==> src/rtl/timer_pkg.sv <==
// Shared definitions for the 6530-style interval timer sequencer:
// prescaler encodings, timer address bit positions and FSM states.
package timer_pkg;

  typedef enum logic [1:0] {
    DIV1    = 2'b00,
    DIV8    = 2'b01,
    DIV64   = 2'b10,
    DIV1024 = 2'b11
  } presel_e;

  localparam int unsigned IRQ_EN_BIT   = 2;
  localparam int unsigned READ_SEL_BIT = 0;
  localparam int unsigned MAX_DELAY    = 262144;

  typedef enum logic [2:0] {
    IDLE,
    CALC,
    WRITE,
    WAIT_IRQ,
    ACK,
    CAPT
  } state_e;

endpackage

==> src/rtl/timer_sequencer_if.sv <==
// Timer register bus as seen from the CPU side: one chip-enable strobe per
// access, registered read data with output-enable, and the active-low irq.
interface timer_sequencer_if;
  logic       bus_en;
  logic       bus_we_n;
  logic [2:0] bus_a;
  logic [7:0] bus_wdata;
  logic [7:0] bus_rdata;
  logic       bus_oe;
  logic       irq_n;

  modport master (
    output bus_en, bus_we_n, bus_a, bus_wdata,
    input  bus_rdata, bus_oe, irq_n
  );

  modport slave (
    input  bus_en, bus_we_n, bus_a, bus_wdata,
    output bus_rdata, bus_oe, irq_n
  );
endinterface

==> src/rtl/timer_presel.sv <==
// Maps a delay in ticks to the smallest prescaler whose rounded-up count
// fits in 256, plus the 8-bit count to load (256 encodes as 8'h00).
module timer_presel
  import timer_pkg::*;
#(
  parameter int unsigned DLY_W = 19
) (
  input  logic [DLY_W-1:0] delay,
  output logic             valid,
  output presel_e          sel,
  output logic [7:0]       count
);

  localparam logic [DLY_W:0] LIM1    = (DLY_W+1)'(256);
  localparam logic [DLY_W:0] LIM8    = (DLY_W+1)'(2048);
  localparam logic [DLY_W:0] LIM64   = (DLY_W+1)'(16384);
  localparam logic [DLY_W:0] LIM_MAX = (DLY_W+1)'(MAX_DELAY);
  localparam logic [DLY_W:0] RND8    = (DLY_W+1)'(7);
  localparam logic [DLY_W:0] RND64   = (DLY_W+1)'(63);
  localparam logic [DLY_W:0] RND1024 = (DLY_W+1)'(1023);

  // One spare bit so the round-up addition can never wrap.
  logic [DLY_W:0] d_ext;
  assign d_ext = {1'b0, delay};

  always_comb begin
    valid = (d_ext != '0) && (d_ext <= LIM_MAX);
    if (d_ext <= LIM1) begin
      sel   = DIV1;
      count = 8'(d_ext);
    end else if (d_ext <= LIM8) begin
      sel   = DIV8;
      count = 8'((d_ext + RND8) >> 3);
    end else if (d_ext <= LIM64) begin
      sel   = DIV64;
      count = 8'((d_ext + RND64) >> 6);
    end else begin
      sel   = DIV1024;
      count = 8'((d_ext + RND1024) >> 10);
    end
  end

endmodule

==> src/rtl/timer_sequencer.sv <==
// CPU-side initiator for one interval timer: programs a delay, waits for the
// irq (or timeout/cancel), disarms with a counter read and reports done/err.
module timer_sequencer
  import timer_pkg::*;
#(
  parameter int unsigned DLY_W   = 19,
  parameter int unsigned TIMEOUT = 300000,
  parameter int unsigned TO_W    = 19
) (
  input  logic               clk,
  input  logic               rst_n,
  input  logic               req_valid,
  output logic               req_ready,
  input  logic [DLY_W-1:0]   req_delay,
  input  logic               cancel,
  output logic               done,
  output logic               err,
  output logic [7:0]         rd_value,
  timer_sequencer_if.master  bus
);

  localparam logic [TO_W-1:0] TO_LAST = TO_W'(TIMEOUT - 1);

  state_e            state_q, state_d;
  logic [DLY_W-1:0]  delay_q, delay_d;
  logic [TO_W-1:0]   to_cnt_q, to_cnt_d;
  logic              abort_q, abort_d;
  logic              req_ready_q, req_ready_d;
  logic              done_q, done_d;
  logic              err_q, err_d;
  logic [7:0]        rd_value_q, rd_value_d;
  logic              bus_en_q, bus_en_d;
  logic              bus_we_n_q, bus_we_n_d;
  logic [2:0]        bus_a_q, bus_a_d;
  logic [7:0]        bus_wdata_q, bus_wdata_d;

  logic              pre_valid;
  presel_e           pre_sel;
  logic [7:0]        pre_count;

  timer_presel #(.DLY_W(DLY_W)) u_presel (
    .delay (delay_q),
    .valid (pre_valid),
    .sel   (pre_sel),
    .count (pre_count)
  );

  always_comb begin
    state_d     = state_q;
    delay_d     = delay_q;
    to_cnt_d    = to_cnt_q;
    abort_d     = abort_q;
    done_d      = 1'b0;
    err_d       = 1'b0;
    rd_value_d  = rd_value_q;
    bus_wdata_d = bus_wdata_q;
    bus_a_d     = '0;

    unique case (state_q)
      IDLE: begin
        abort_d = 1'b0;
        if (req_valid) begin
          delay_d = req_delay;
          state_d = CALC;
        end
      end
      CALC: begin
        if (cancel) begin
          abort_d = 1'b1;
          state_d = ACK;
        end else if (!pre_valid) begin
          done_d  = 1'b1;
          err_d   = 1'b1;
          state_d = IDLE;
        end else begin
          bus_wdata_d = pre_count;
          state_d     = WRITE;
        end
      end
      // A cancel seen during the write is parked for one WAIT_IRQ cycle so the
      // disarming read never lands right after the write strobe.
      WRITE: begin
        to_cnt_d = '0;
        state_d  = WAIT_IRQ;
        if (cancel) abort_d = 1'b1;
      end
      WAIT_IRQ: begin
        to_cnt_d = to_cnt_q + TO_W'(1);
        if (abort_q || cancel) begin
          abort_d = 1'b1;
          state_d = ACK;
        end else if (!bus.irq_n) begin
          state_d = ACK;
        end else if (to_cnt_d == TO_LAST) begin
          done_d  = 1'b1;
          err_d   = 1'b1;
          state_d = IDLE;
        end
      end
      ACK: state_d = CAPT;
      CAPT: begin
        rd_value_d = bus.bus_oe ? bus.bus_rdata : 8'h00;
        done_d     = 1'b1;
        err_d      = abort_q;
        state_d    = IDLE;
      end
      default: state_d = IDLE;
    endcase

    // Bus outputs are registered against the state being entered.
    bus_en_d   = (state_d == WRITE) || (state_d == ACK);
    bus_we_n_d = (state_d != WRITE);
    if (state_d == WRITE) begin
      bus_a_d[IRQ_EN_BIT] = 1'b1;
      bus_a_d[1:0]        = pre_sel;
    end else if (state_d == ACK) begin
      bus_a_d[READ_SEL_BIT] = 1'b0;
    end
    req_ready_d = (state_d == IDLE) && !done_d;
  end

  always_ff @(posedge clk) begin
    if (!rst_n) begin
      state_q     <= IDLE;
      delay_q     <= '0;
      to_cnt_q    <= '0;
      abort_q     <= 1'b0;
      req_ready_q <= 1'b1;
      done_q      <= 1'b0;
      err_q       <= 1'b0;
      rd_value_q  <= '0;
      bus_en_q    <= 1'b0;
      bus_we_n_q  <= 1'b1;
      bus_a_q     <= '0;
      bus_wdata_q <= '0;
    end else begin
      state_q     <= state_d;
      delay_q     <= delay_d;
      to_cnt_q    <= to_cnt_d;
      abort_q     <= abort_d;
      req_ready_q <= req_ready_d;
      done_q      <= done_d;
      err_q       <= err_d;
      rd_value_q  <= rd_value_d;
      bus_en_q    <= bus_en_d;
      bus_we_n_q  <= bus_we_n_d;
      bus_a_q     <= bus_a_d;
      bus_wdata_q <= bus_wdata_d;
    end
  end

  assign req_ready     = req_ready_q;
  assign done          = done_q;
  assign err           = err_q;
  assign rd_value      = rd_value_q;
  assign bus.bus_en    = bus_en_q;
  assign bus.bus_we_n  = bus_we_n_q;
  assign bus.bus_a     = bus_a_q;
  assign bus.bus_wdata = bus_wdata_q;

endmodule

==> src/flat_wrapper.sv <==
// flat-port wrapper written by rule: the top's interface ports become plain ports
module timer_sequencer_flat import timer_pkg::*;
#(
  parameter int unsigned DLY_W   = 19,
  parameter int unsigned TIMEOUT = 300000,
  parameter int unsigned TO_W    = 19
)
  (clk, rst_n, req_valid, req_ready, req_delay, cancel, done, err, rd_value, bus_bus_en, bus_bus_we_n, bus_bus_a, bus_bus_wdata, bus_bus_rdata, bus_bus_oe, bus_irq_n);
  timer_sequencer_if bus_i ();
  input  logic clk;
  input  logic rst_n;
  input  logic req_valid;
  output logic req_ready;
  input  logic [DLY_W-1:0] req_delay;
  input  logic cancel;
  output logic done;
  output logic err;
  output logic [7:0] rd_value;
  output wire logic [$bits(bus_i.bus_en)-1:0] bus_bus_en;
  output wire logic [$bits(bus_i.bus_we_n)-1:0] bus_bus_we_n;
  output wire logic [$bits(bus_i.bus_a)-1:0] bus_bus_a;
  output wire logic [$bits(bus_i.bus_wdata)-1:0] bus_bus_wdata;
  input wire logic [$bits(bus_i.bus_rdata)-1:0] bus_bus_rdata;
  input wire logic [$bits(bus_i.bus_oe)-1:0] bus_bus_oe;
  input wire logic [$bits(bus_i.irq_n)-1:0] bus_irq_n;
  assign bus_bus_en = bus_i.bus_en;
  assign bus_bus_we_n = bus_i.bus_we_n;
  assign bus_bus_a = bus_i.bus_a;
  assign bus_bus_wdata = bus_i.bus_wdata;
  assign bus_i.bus_rdata = bus_bus_rdata;
  assign bus_i.bus_oe = bus_bus_oe;
  assign bus_i.irq_n = bus_irq_n;
  timer_sequencer #(.DLY_W(DLY_W), .TIMEOUT(TIMEOUT), .TO_W(TO_W)) u_core (.clk(clk), .rst_n(rst_n), .req_valid(req_valid), .req_ready(req_ready), .req_delay(req_delay), .cancel(cancel), .done(done), .err(err), .rd_value(rd_value), .bus(bus_i));
endmodule
==> config.mk <==
export PLATFORM = sky130hd
export DESIGN_NAME = timer_sequencer_flat
export DESIGN_NICKNAME = d
export VERILOG_FILES = /design/src/rtl/timer_pkg.sv /design/src/rtl/timer_sequencer_if.sv /design/src/rtl/timer_presel.sv /design/src/rtl/timer_sequencer.sv /design/src/flat_wrapper.sv
export SDC_FILE = /design/constraint.sdc
export NUM_CORES = 1
export LEC_CHECK = 0
export ABC_AREA = 1
export BUFFER_PORTS_ARGS = -buffer_cell sky130_fd_sc_hd__buf_2
export CAP_MARGIN = 5
export CORE_MARGIN = 10
export CORE_UTILIZATION = 61
export CTS_CLUSTER_DIAMETER = 100
export DETAILED_ROUTE_END_ITERATION = 6
export GPL_TIMING_DRIVEN = 0
export PLACE_DENSITY = 0.95
export SYNTH_ARGS = -nofsm -noshare
export SYNTH_HDL_FRONTEND = slang
export SYNTH_SLANG_ARGS = --single-unit
export TNS_END_PERCENT = 5
==> constraint.sdc <==
create_clock -name clk -period 4.4 [get_ports clk]
set_clock_uncertainty 0.15 [all_clocks]
set_input_delay 0.66 -clock clk [delete_from_list [all_inputs] [get_ports clk]]
set_output_delay 0.66 -clock clk [all_outputs]
set_load 0.03 [all_outputs]
==> results of run 1 <==
-- layer usage --
layer	wire length (um)	vias up	global-route usage	part of all wire
li1	-	2067	-	-
met1	4410	1886	0.242	0.40
met2	5590	179	0.392	0.51
met3	736	32	0.0402	0.067
met4	318	0	0.108	0.029
met5	0	-	0	0
-- flip-flops by register name, indices dropped and copies added, names as in the netlist --
signal,cells
u_core.bus.bus_en,1
u_core.to_cnt_q,19
u_core.bus.bus_wdata,8
u_core.done,1
u_core.delay_q,19
u_core.bus.bus_we_n,1
u_core.bus.bus_a,3
u_core.state_q,3
u_core.abort_q,1
u_core.rd_value,8
u_core.req_ready,1
u_core.err,1
-- worst register-to-register path, stage by stage, from the launching register on --
cell      delay, ns
dfxtp_1        0.41
ha_1           0.24
nand3_2        0.15
nor2_4         0.21
nand2_1        0.07
nand2_1        0.09
nand2_1        0.05
nor2_1         0.13
nand2_1        0.07
nor2_1         0.22
nand2_1        0.10
nand2_2        0.09
nand4_1        0.09
o21bai_2       0.12
-- logic make-up (layout without fill, tap and decap cells) --
kind of cell | Yosys count | after routing | share of synthesized area
fa+ha+maj | 2 | 2 | 0.00669
simple gates | 315 | 315 | 0.378
buf+inv | 88 | 158 | 0.0920
flops | 66 | 66 | 0.353
xor+xnor | 5 | 5 | 0.0117
compound gates | 112 | 112 | 0.159
-- per-stage QoR --
stage               total power (W)  hold WS (ns)  setup WS, ns  cell area [um^2]  cells
floorplan                  0.000967         0.306          2.58              3740    588
global placement            0.00107         0.299          2.30              4110    717
detailed placement          0.00108         0.308          2.20              4110    717
CTS                         0.00165         0.319          2.19              4320    733
global route                0.00173         0.338          1.93              4320    733
finish                      0.00166         0.320          2.14              4320    733
-- cell type report --
| cell class | count | area, um^2 |
|---|---|---|
| repair buffers | 54 | 270 |
| multi-input cells | 434 | 2080 |
| well taps | 75 | 93.8 |
| plain buffers | 21 | 92.6 |
| flip-flops and latches | 66 | 1320 |
| inverters | 67 | 251 |
| fillers | 492 | 1600 |
| clock inverters | 5 | 77.6 |
| clock buffers | 11 | 141 |
-- synth_stat cells --
library cell,instances
a211oi_1,1
a211oi_2,1
a21oi_1,69
a2bb2oi_1,2
a31oi_1,1
and2_1,1
buf_1,1
buf_2,2
buf_4,3
clkbuf_1,15
clkinv_1,4
dfxtp_1,66
ha_1,2
inv_1,60
inv_2,3
nand2_1,160
nand2_2,4
nand3_1,47
nand3_2,2
nand3b_1,6
nand4_1,22
nor2_1,48
nor2_2,6
nor2_4,4
nor3_1,12
nor3b_1,1
nor4_1,2
o211ai_1,1
o21ai_0,33
o21ai_1,1
o21ai_2,1
o21bai_1,1
o21bai_2,1
xnor2_1,2
xor2_1,3
-- power breakdown --
group          switching, W  total (W)  leakage, nW  internal (W)
combinational      0.000277   0.000402         1.16      0.000125
clock              0.000249   0.000582        0.109      0.000333
sequential        0.0000341   0.000673        0.538      0.000639
-- final timing paths --
path	start	endpoint	slack [ns]	cells after the start
min	u_core.rd_value[6]$_SDFFE_PN0P_	u_core.rd_value[6]$_SDFFE_PN0P_	0.32	2
max	u_core.to_cnt_q[1]$_SDFFE_PN0P_	u_core.req_ready$_SDFF_PN1_	2.14	13
min reg2reg	u_core.rd_value[6]$_SDFFE_PN0P_	u_core.rd_value[6]$_SDFFE_PN0P_	0.32	2
max reg2reg	u_core.to_cnt_q[1]$_SDFFE_PN0P_	u_core.req_ready$_SDFF_PN1_	2.14	13
==> reports/metrics.cfg, run 1 <==
[run_status]
status = finished, final reports clean

[worst_setup_path]
crit_path_top_delay_cell = dfxtp_1
cp_common_cell = nand2_1
path_max_fanout = 7
critPathCaptureType = register
cp-start-kind = register
cp.required_ns = 4.54
slowest_delay_ns = 0.41
cpLargestDelayFamily = simple AND/OR/NAND/NOR gates
critPathKind = reg2reg
cp.buffers_inverters = 0
cp_data_arrival_time_ns = 2.39
path_cells = ha_1 > nand3_2 > nor2_4 > nand2_1 > nand2_1 > nand2_1 > nor2_1 > nand2_1 > nor2_1 > nand2_1 > nand2_2 > nand4_1 > o21bai_2

[timing]
fin_crit_ns = 2.26
rsz0062_at_grt = no
finalSetupViolCount = 0
tns_ns = 0
slew_violations = 0
hold_viol = 0
slew_headroom = 0.640
fin_crit_sh = 0.513
max_freq_ghz = 0.443
worst_slew_pin_slew_ns = 0.539

[yosys]
syn_inst = 588
syn_nets = 623
synth.avg_cell_area_um2 = 6.36
syn_area_um2 = 3740
synthTopCellsByArea = dfxtp_1 (35%), nand2_1 (16%), a21oi_1 (9.2%)
ys_warn_count = 0
ys_seq_area_frac = 0.353
synth_cell_type_count = 35
post-synth-top-area-fraction = 0.353
synth_seq_cells = 66
synth_top_area_cell = dfxtp_1

[final_layout]
syn2layout_area_growth_pct = 15.6
final_common_cell = nand2_1
utilization = 0.730
most-common-layout-cells = nand2_1 (160), a21oi_1 (69), dfxtp_1 (66)
diodes = 0
nets = 688
drive_gt1_frac = 0.146

[grt]
grt_max_degree = 12
grt_usage = 0.219
grt_pass1_vias = 3958
grt_overflow_total = 0
grt_pass1_wl_mm = 17.9
antenna_found_initial = 0

[power_and_ir_drop]
p_per_area_nw_per_um2 = 383
ir_drop_mv = 0.218
p_leak_nw = 1.81

[flow_run]
maxCapViolCount = 0

[detailed_routing]
ant_nets = 0
drtPass1Iterations = 5
drc_errors = 0
via_per_inst = 5.68
avgRoutedWirePerCell_um = 15.1
vias = 4164
drt_iter0_drc = 243
wl_mm = 11.1

[die]
die-area_um2 = 9670
initial_core_util = 0.632
io_pins = 57
fp.dieW_um = 98.3
die_height_um = 98.3
core_um2 = 5920
rows = 28

[cts]
cts_buffer_depth = 2
root_buffer = clkbuf_8
cts_max_level = 3
ctsHoldBuffers = 0
clk_pin_slew_ns = 0.07
post_cts.repair.setup_buffers = 0
numCtsBuffers = 9
cts.sinks = 66
clk_latency_ns = 0.35
cts_resized = 0
cts_tree = built

[placement]
dpl.hpwl_mm = 8.34
numPortBuffers = 54
gp_congestion = 0.974

[worst_hold_path]
hold_path.class = reg2reg

No activity file was read; power rests on OpenSTA's default activity.
==> run 2, diff against run 1 <==
--- a/config.mk
+++ b/config.mk
@@ -5,15 +5,15 @@
 export SDC_FILE = /design/constraint.sdc
 export NUM_CORES = 1
 export LEC_CHECK = 0
-export ABC_AREA = 1
+export ABC_AREA = 0
 export BUFFER_PORTS_ARGS = -buffer_cell sky130_fd_sc_hd__buf_2
 export CAP_MARGIN = 5
 export CORE_MARGIN = 10
-export CORE_UTILIZATION = 61
+export CORE_UTILIZATION = 51
 export CTS_CLUSTER_DIAMETER = 100
 export DETAILED_ROUTE_END_ITERATION = 6
 export GPL_TIMING_DRIVEN = 0
-export PLACE_DENSITY = 0.95
+export PLACE_DENSITY = 0.86
 export SYNTH_ARGS = -nofsm -noshare
 export SYNTH_HDL_FRONTEND = slang
 export SYNTH_SLANG_ARGS = --single-unit
==> constraint.sdc (replaced) <==
create_clock -name clk -period 1.95 [get_ports clk]
set_clock_uncertainty 0.15 [all_clocks]
set_input_delay 0.2925 -clock clk [delete_from_list [all_inputs] [get_ports clk]]
set_output_delay 0.2925 -clock clk [all_outputs]
set_load 0.03 [all_outputs]
==> run 2 against run 1 <==
Effect of this change:
- the run now ends with negative setup slack left
- largest power group unchanged
- sequential cell count did not move
- worst setup slack got worse by 2.8 ns
- critical endpoint unchanged
- wire length increased by 4.2%
- cell area up 10%
- register-to-register slack got worse by 2.8 ns
==> reports/metrics.cfg, run 2 <==
[final_layout]
reg_top3 = u_core.delay_q (19), u_core.to_cnt_q (19)  ; unchanged
n_fill_cell = 583  ; was 492
nets = 621  ; was 688
most-common-layout-cells = nand2_1 (87), buf_2 (56), a21oi_1 (54)  ; was nand2_1 (160), a21oi_1 (69), dfxtp_1 (66)
drive_gt1_frac = 0.288  ; was 0.146
diodes = 0  ; unchanged
final_common_cell = nand2_1  ; unchanged
seqCellArea_um2 = 1360  ; was 1320 um^2
multiInputGateArea_um2 = 2450  ; was 2080 um^2
fin_area_um2 = 4770  ; was 4320 um^2
syn2layout_area_growth_pct = 30.0  ; was 15.6%

[die]
initial_core_util = 0.532  ; was 0.632
rows = 30  ; was 28
io_pins = 57  ; unchanged
die-area_um2 = 11000  ; was 9670 um^2
fp.dieW_um = 105  ; was 98.3 um
die_height_um = 105  ; was 98.3 um
core_um2 = 6910  ; was 5920 um^2

[yosys]
synth_common_cells = nand2_1 (90), dfxtp_1 (66), a21oi_1 (56)  ; was nand2_1 (160), a21oi_1 (69), dfxtp_1 (66)
syn_area_um2 = 3670  ; was 3740 um^2
post-synth-top-area-fraction = 0.360  ; was 0.353
synth_ff_type = dfxtp_1  ; unchanged
ys_warn_count = 0  ; unchanged
synth_top_area_cell = dfxtp_1  ; unchanged
syn_inst = 503  ; was 588
synth_most_common_cell = nand2_1  ; unchanged
syn_nets = 538  ; was 623
synthTopCellsByArea = dfxtp_1 (36%), nand2_1 (9.2%), a21oi_1 (7.6%)  ; was dfxtp_1 (35%), nand2_1 (16%), a21oi_1 (9.2%)
synth.avg_cell_area_um2 = 7.30  ; was 6.36 um^2
synth_cell_type_count = 55  ; was 35
async_reset_ff_frac = 0  ; unchanged
synth_edf_count = 0  ; unchanged
ys_seq_area_frac = 0.360  ; was 0.353
synth_seq_cells = 66  ; unchanged

[placement]
dpl.hpwl_mm = 7.52  ; was 8.34 mm
gp_congestion = 0.974  ; about the same
numPortBuffers = 55  ; was 54
postPlaceCellArea_um2 = 4120  ; was 4110 um^2

[worst_setup_path]
cp-start-kind = register  ; unchanged
cp.required_ns = 2.09  ; was 4.54 ns
path_max_fanout = 4  ; was 7
critPathCaptureType = register  ; unchanged
ff2ff_setup_slack_ns = -0.68  ; was 2.14 ns
cp_data_arrival_time_ns = 2.77  ; was 2.39 ns
critPathKind = reg2reg  ; unchanged

[power_and_ir_drop]
p_per_area_nw_per_um2 = 773  ; was 383 nW/um^2
ir_drop_mv = 0.623  ; was 0.218 mV
p_leak_nw = 1.79  ; was 1.81 nW

[timing]
fin_crit_sh = 1.35  ; was 0.513
slew_violations = 0  ; unchanged
finalSetupViolCount = 31  ; was 0
rsz0062_at_grt = yes  ; was no
fin_ws_ns = -0.685  ; was 2.14 ns
hold_viol = 0  ; unchanged
fin_crit_ns = 2.63  ; was 2.26 ns
hold_slack_ns = 0.0169  ; was 0.320 ns
slew_headroom = 0.204  ; was 0.640
max_freq_ghz = 0.380  ; was 0.443 GHz
worst_slew_pin_slew_ns = 1.18  ; was 0.539 ns

[run_status]
violations = negative setup slack
status = finished with violations  ; was finished, final reports clean

[grt]
grt_max_degree = 13  ; was 12
grt_pass1_vias = 3942  ; was 3958
grt_overflow_total = 0  ; unchanged
antenna_found_initial = 0  ; unchanged
grt_pass1_wl_mm = 18.8  ; was 17.9 mm
grt_usage = 0.202  ; was 0.219

[cts]
cts_max_level = 3  ; unchanged
cts_buffer_depth = 2  ; unchanged
cts.sinks = 66  ; unchanged
clk_pin_slew_ns = 0.08  ; was 0.07 ns
cts_tree = built  ; unchanged
clk_latency_ns = 0.35  ; about the same
numCtsBuffers = 9  ; unchanged
ctsHoldBuffers = 0  ; unchanged
root_buffer = clkbuf_8  ; unchanged

[detailed_routing]
avgRoutedWirePerCell_um = 16.8  ; was 15.1 um
wl_mm = 11.5  ; was 11.1 mm
ant_nets = 0  ; unchanged
vias = 4106  ; was 4164
drtPass1Iterations = 5  ; unchanged
drt_iter0_drc = 492  ; was 243
via_per_inst = 5.98  ; was 5.68
drc_errors = 0  ; unchanged

[flow_run]
maxCapViolCount = 0  ; unchanged

[worst_hold_path]
hold_path.class = in2reg  ; was reg2reg

## run 2: where the power goes
| group | internal (W) | switching (W) | total [W] |
|---|---|---|---|
| combinational | 0.000394 | 0.000603 | 0.000997 |
| clock | 0.000625 | 0.000566 | 0.00119 |
| sequential | 0.00142 | 0.0000840 | 0.00150 |
## run 2: worst max-delay path, cell delays in order (launching register included)
cell and delay, ns:
dfxtp_4 0.36, ha_4 0.14, nand3_4 0.09, or4_4 0.59
o21a_1 0.20, o221ai_2 0.18, nor4b_4 0.08, a211o_1 0.33
a311o_1 0.34, o21ai_2 0.11
## run 2: through the flow
step	std cells	worst slack (ns)	util	total power (W)	TNS (ns)
after floorplan	503	-0.449	-	0.00207	-6.06
after global placement	654	-0.802	0.596	0.00227	-17.56
after detailed placement	654	-0.872	0.596	0.00229	-20.05
after CTS	685	-0.629	0.681	0.00363	-9.76
after global routing	687	-0.762	0.691	0.00384	-17.47
final	687	-0.685	0.691	0.00369	-10.49
## run 2: layout make-up
type,count,share of cell area
buffer,30,0.0354
tap,96,0.0252
sequential,66,0.284
timing repair buffer,76,0.0915
clock inverter,6,0.0139
multi-input combinational,393,0.513
clock buffer,10,0.0288
inverter,10,0.00786
## run 2: logic make-up (layout without fill, tap and decap cells)
group | after synthesis | count (layout) | share of synthesized area
AND/OR/NAND/NOR | 242 | 242 | 0.317
buffers and inverters | 44 | 132 | 0.0463
AO/OA/AOI/OAI | 121 | 121 | 0.203
multiplexers | 1 | 1 | 0.00273
XOR/XNOR | 27 | 27 | 0.0644
flip-flops | 66 | 66 | 0.360
adder cells (fa/ha/maj) | 2 | 2 | 0.00681
## run 2: worst paths after layout
path | from | end | cells past startpoint
setup / recovery | u_core.to_cnt_q[0]$_SDFFE_PN0P_ | u_core.req_ready$_SDFF_PN1_ | 9
hold / removal | req_delay[9] | u_core.delay_q[9]$_SDFFE_PN0P_ | 3
setup reg to reg | u_core.to_cnt_q[0]$_SDFFE_PN0P_ | u_core.req_ready$_SDFF_PN1_ | 9
hold reg to reg | u_core.rd_value[5]$_SDFFE_PN0P_ | u_core.rd_value[5]$_SDFFE_PN0P_ | 2
## run 2: timing repair
item	in CTS	in global routing
resized for setup	73	16
setup buffers	20	2
pin swaps	19	7
endpoints found under the setup margin	52	56
## run 2: per-layer routing
metal / share of wire / GRT usage / vias up
met5: 0 / 0 / -
met4: 0.031 / 0.104 / 0
met3: 0.099 / 0.0620 / 43
met2: 0.46 / 0.316 / 237
met1: 0.41 / 0.245 / 1892
li1: - / - / 1934
